<file path="src/rtl/button_conditioner.sv">
//------------------------------------------------------------------------------
// Module      : button_conditioner
// Description : Synchronizes and debounces raw push buttons, emits edge pulses
//               and a validated single-press event with its button code.
// Revision    : 1.0 - initial release
//------------------------------------------------------------------------------
`default_nettype none

module button_conditioner #(
   parameter int  NUM_BUTTONS     = 9,
   parameter int  DEBOUNCE_CYCLES = 1000,
   parameter int  SYNC_STAGES     = 2,
   localparam int CODE_W          = $clog2(NUM_BUTTONS),
   localparam int CNT_W           = $clog2(DEBOUNCE_CYCLES + 1)
) (
   input  logic                   clock,
   input  logic                   reset,
   input  logic [NUM_BUTTONS-1:0] btn_raw,
   input  logic                   en,
   output logic [NUM_BUTTONS-1:0] btn_level,
   output logic [NUM_BUTTONS-1:0] btn_press,
   output logic [NUM_BUTTONS-1:0] btn_release,
   output logic                   press_valid,
   output logic [CODE_W-1:0]      press_code,
   output logic                   chord_error
);

   localparam logic [CNT_W-1:0]       c_cnt_max = CNT_W'(DEBOUNCE_CYCLES - 1);
   localparam logic [NUM_BUTTONS-1:0] c_one     = NUM_BUTTONS'(1);

   logic [NUM_BUTTONS-1:0] r_sync [SYNC_STAGES];
   logic [CNT_W-1:0]       r_cnt  [NUM_BUTTONS];
   logic [NUM_BUTTONS-1:0] r_stable;
   logic [NUM_BUTTONS-1:0] r_press;
   logic [NUM_BUTTONS-1:0] r_release;
   logic                   r_press_valid;
   logic [CODE_W-1:0]      r_press_code;
   logic                   r_chord_error;

   logic [NUM_BUTTONS-1:0] w_sync;
   logic [NUM_BUTTONS-1:0] w_held;
   logic                   w_one_hot;
   logic [CODE_W-1:0]      w_code;

   always_ff @(posedge clock or posedge reset) begin
      if (reset) begin
         for (int s = 0; s < SYNC_STAGES; s++) r_sync[s] <= '0;
      end else begin
         r_sync[0] <= btn_raw;
         for (int s = 1; s < SYNC_STAGES; s++) r_sync[s] <= r_sync[s-1];
      end
   end

   assign w_sync = r_sync[SYNC_STAGES-1];

   // Any cycle where the synchronized input agrees with the accepted level
   // restarts that bit's count, so bounces never accumulate.
   always_ff @(posedge clock or posedge reset) begin
      if (reset) begin
         r_stable  <= '0;
         r_press   <= '0;
         r_release <= '0;
         for (int i = 0; i < NUM_BUTTONS; i++) r_cnt[i] <= '0;
      end else begin
         for (int i = 0; i < NUM_BUTTONS; i++) begin
            r_press[i]   <= 1'b0;
            r_release[i] <= 1'b0;
            if (w_sync[i] == r_stable[i]) begin
               r_cnt[i] <= '0;
            end else if (r_cnt[i] == c_cnt_max) begin
               r_stable[i]  <= w_sync[i];
               r_cnt[i]     <= '0;
               r_press[i]   <= w_sync[i];
               r_release[i] <= ~w_sync[i];
            end else begin
               r_cnt[i] <= r_cnt[i] + 1'b1;
            end
         end
      end
   end

   assign w_held    = r_stable & ~r_press;
   assign w_one_hot = ((r_press & (r_press - c_one)) == '0);

   always_comb begin
      w_code = '0;
      for (int i = 0; i < NUM_BUTTONS; i++) begin
         if (r_press[i]) w_code = CODE_W'(i);
      end
   end

   // Only a lone new press with nothing else held is accepted.
   always_ff @(posedge clock or posedge reset) begin
      if (reset) begin
         r_press_valid <= 1'b0;
         r_press_code  <= '0;
         r_chord_error <= 1'b0;
      end else if (en && (r_press != '0)) begin
         if (w_one_hot && (w_held == '0)) begin
            r_press_valid <= 1'b1;
            r_press_code  <= w_code;
            r_chord_error <= 1'b0;
         end else begin
            r_press_valid <= 1'b0;
            r_chord_error <= 1'b1;
         end
      end else begin
         r_press_valid <= 1'b0;
         r_chord_error <= 1'b0;
      end
   end

   assign btn_level   = r_stable;
   assign btn_press   = r_press;
   assign btn_release = r_release;
   assign press_valid = r_press_valid;
   assign press_code  = r_press_code;
   assign chord_error = r_chord_error;

endmodule

`default_nettype wire
</file>
<file path="config.mk">
export PLATFORM = sky130hd
export DESIGN_NAME = button_conditioner
export DESIGN_NICKNAME = d
export VERILOG_FILES = /design/src/rtl/button_conditioner.sv
export SDC_FILE = /design/constraint.sdc
export NUM_CORES = 1
export LEC_CHECK = 0
export BUFFER_PORTS_ARGS = -buffer_cell sky130_fd_sc_hd__buf_2
export CAP_MARGIN = 10
export CORE_ASPECT_RATIO = 1.2
export CORE_UTILIZATION = 60
export CTS_BUF_LIST = sky130_fd_sc_hd__clkbuf_4 sky130_fd_sc_hd__clkbuf_8 sky130_fd_sc_hd__clkbuf_16
export CTS_CLUSTER_DIAMETER = 40
export DETAILED_ROUTE_END_ITERATION = 8
export GPL_ROUTABILITY_DRIVEN = 0
export PLACE_DENSITY = 0.8
export RECOVER_POWER = 50
export SETUP_SLACK_MARGIN = 0.2
export SLEW_MARGIN = 20
export SYNTH_ARGS = -nofsm -noshare
export SYNTH_HDL_FRONTEND = slang
export SYNTH_SLANG_ARGS = --single-unit
</file>
<file path="constraint.sdc">
create_clock -name clock -period 5.7 [get_ports clock]
set_input_delay 0.285 -clock clock [delete_from_list [all_inputs] [get_ports clock]]
set_output_delay 0.285 -clock clock [all_outputs]
set_load 0.01 [all_outputs]
</file>
==> flow_metrics.py <==
metrics = {
    "synth": {
        "ys_types": 33,
        "syn_inst": 557,
        "synth.area.top_cells": "dfrtp_1 (59%), xnor2_1 (7.1%), nor2_1 (6.5%)",
        "mappedNetlistArea_um2": 6010,
        "seq_area_frac_synth": 0.587,
        "ys_warn_count": 0,
        "syn_nets": 578,
        "synth_seq_cells": 141,
        "synth_area_per_cell_um2": 10.8,
        "synth_top_cell_by_area": "dfrtp_1",
        "synth.top_cell.area_share": 0.587,
    },
    "floorplan": {
        "initial_utilization": 0.625,
        "die_h_um": 112,
        "ios": 45,
        "coreArea_um2": 9610,
        "die_w_um": 93.4,
        "die-area_um2": 10400,
        "row_count": 39,
    },
    "clock_network": {
        "h-tree-depth": 4,
        "ctsHoldBuffers": 10,
        "cts.sinks": 141,
        "numCtsBuffers": 17,
        "cts.clk_slew.worst_paths_ns": 0.06,
        "clock_latency_ns": 0.42,
        "cts_resized": 0,
        "cts_tree": "yes",
        "cts_buffer_depth": 2,
        "clk_root_buffer_cell": "clkbuf_16",
        "cts_setup_buffers": 0,
    },
    "placed_design": {
        "placed_area_um2": 6370,
        "port_buffers": 44,
        "dp_slack_ns": 3.63,
        "dp_hpwl_um": 7630,
    },
    "run_status": {
        "status": "finished, violations left",
        "violations": "capacitance limit, slew limit",
    },
    "final_layout": {
        "final_cell_area_um2": 7110,
        "n_fill_cell": 615,
        "n_antenna_cell": 0,
        "multi_input_area_um2": 2380,
        "area_delta_synth_final_pct": 18.3,
        "ff_latch_area_um2": 3530,
        "drive_gt1_frac": 0.0861,
        "nets": 647,
    },
    "route": {
        "num_vias": 4161,
        "ant_nets": 0,
        "totalWireLength_um": 11600,
        "avgViaCountPerCell": 5.46,
        "wire_per_inst_um": 15.2,
        "drc": 0,
        "drtPass1Iterations": 4,
        "drtIter0Drc": 386,
    },
    "sta": {
        "rsz0062_at_grt": "no",
        "worstMarginPinSlew_ns": 2.64,
        "setup_viol": 0,
        "relSlewSlack": -0.771,
        "final.setup.tns_ns": 0,
        "clock_skew_ns": 0.00853,
        "fin_crit_ns": 3.06,
        "slew_viol_final": 64,
        "hold_viol": 0,
        "finalCritPeriodShare": 0.537,
        "worst_slack_ns": 2.64,
        "max_freq_mhz": 327,
    },
    "setup_path": {
        "crit_required_ns": 6.10,
        "cp_slowest_cell": "clkinvlp_2",
        "path_class": "input port to async pin",
        "start_kind": "input port",
        "cp.arrival_ns": 3.46,
        "path_delay_family": "buffers and inverters",
        "slowest_delay_ns": 1.48,
        "ff2ff_setup_slack_ns": 3.56,
        "r2r_start": "btn_press[5]",
        "crit_path_end_kind": "async pin",
        "crit_chain": "dlygate4sd3_1 -> buf_2 -> clkinvlp_2 -> buf_4",
        "r2r_cells": 5,
        "cp_num_buf_inv": 4,
        "r2r_end": "press_code[0]",
        "path_max_fanout": 79,
    },
    "flow_run": {
        "maxCapViolCount": 1,
    },
    "min_path": {
        "min_to": "press_valid",
        "hold_path_class": "input port to flip-flop",
        "whs_path_depth": 3,
        "holdCritStartpoint": "en",
    },
    "global_routing": {
        "grt_pass1_vias": 4309,
        "antenna_found_initial": 0,
        "grt_max_degree": 80,
        "grt_first_pass_wirelength_um": 19800,
        "track_usage": 0.249,
        "overflow": 0,
    },
    "power": {
        "pwr_density_cell_nw_per_um2": 334,
        "leakage_nw": 3.24,
        "peakVddDrop_mv": 0.239,
    },
}
-- worst register-to-register path, stage by stage, from the launching register on --
cell and delay (ns):
dfrtp_1 0.46, nor4_1 0.54, nand2_1 0.17, xor2_1 0.27
nand4_2 0.21, mux2_1 0.37
-- cell type report --
class | count | share of cell area
clock inverter | 11 | 0.0297
inverter | 22 | 0.0118
sequential | 141 | 0.496
clock buffer | 21 | 0.0667
timing repair buffer | 55 | 0.0401
tap | 123 | 0.0216
multi-input combinational | 389 | 0.334
-- layout by cell type (no fill, tap or decap), types with 2 or more instances in the layout --
cell type and count:
a21oi_1 6, and2_0 5, and2_1 3, and3_1 20, buf_2 10, bufinv_16 6, clkbuf_1 34, clkbuf_16 17
clkbuf_8 3, clkinv_2 3, dfrtp_1 141, dlygate4sd3_1 10, ha_1 9, inv_1 21, mux2_1 4, mux2_2 9
nand2_1 49, nand3_1 21, nand4_1 10, nand4b_1 2, nor2_1 104, nor2b_1 4, nor3_1 22, nor3b_1 15
nor4_1 2, o21ai_0 3, o22ai_1 3, or3_1 2, or4_1 8, xnor2_1 49, xor2_1 32
-- cell usage after synthesis (all sizes together) --
cell type and n:
a2111o 1, a211oi 1, a21oi 6, and2 8
and3 20, buf 2, clkbuf 3, dfrtp 141
ha 9, inv 22, mux2 13, nand2 49
nand2b 1, nand3 21, nand4 11, nand4b 2
nor2 104, nor2b 4, nor3 22, nor3b 15
nor4 3, o21ai 3, o21bai 1, o22ai 3
o311a 1, or3 2, or4 8, xnor2 49
xor2 32
-- how the worst max path moves through the flow --
stage	startpoint	end	slack, ns	depth (start not counted)
after floorplan	reset	btn_level[0]	1.63	1
after global placement	btn_level[3]	press_code[1]	3.74	5
after detailed placement	btn_press[5]	press_code[0]	3.63	5
after CTS	btn_press[5]	press_code[0]	3.59	5
after global routing	reset	press_code[2]	2.03	4
final	reset	r_cnt[73]	2.64	4
-- registers in the layout (all words and copies together) (netlist names) --
| register | count |
|---|---|
| btn_level | 9 |
| btn_press | 9 |
| btn_release | 9 |
| chord_error | 1 |
| press_code | 4 |
| press_valid | 1 |
| r_cnt | 90 |
| r_sync | 9 |
| w_sync | 9 |
-- routing by layer --
| metal | share of wire | vias up | GRT usage |
|---|---|---|---|
| met5 | 0 | - | 0 |
| met4 | 0.028 | 0 | 0.104 |
| met3 | 0.054 | 28 | 0.0902 |
| met2 | 0.49 | 99 | 0.402 |
| met1 | 0.43 | 2037 | 0.301 |
| li1 | - | 1997 | - |
-- power breakdown --
group,switching [mW],internal (mW),leakage (nW)
logic,0.0435,0.0259,0.995
clock network,0.405,0.858,0.336
registers,0.0177,1.02,1.91
-- metrics by stage --
step / util / hold slack (ns) / instances / total power, mW
finish: 0.740 / 0.140 / 762 / 2.37
global route: 0.740 / 0.121 / 762 / 2.45
CTS: 0.745 / 0.109 / 762 / 2.39
detailed placement: 0.663 / 0.336 / 720 / 1.12
global placement: 0.663 / 0.334 / 720 / 1.12
floorplan: - / 0.316 / 557 / 1.10
-- cell families after synthesis --
family | count (synthesis) | synth area share
flops | 141 | 0.587
xor+xnor | 81 | 0.118
compound gates | 16 | 0.0167
simple gates | 270 | 0.218
fa+ha+maj | 9 | 0.0187
mux | 13 | 0.0244
buf+inv | 27 | 0.0177
(Power assumes the default switching activity.)
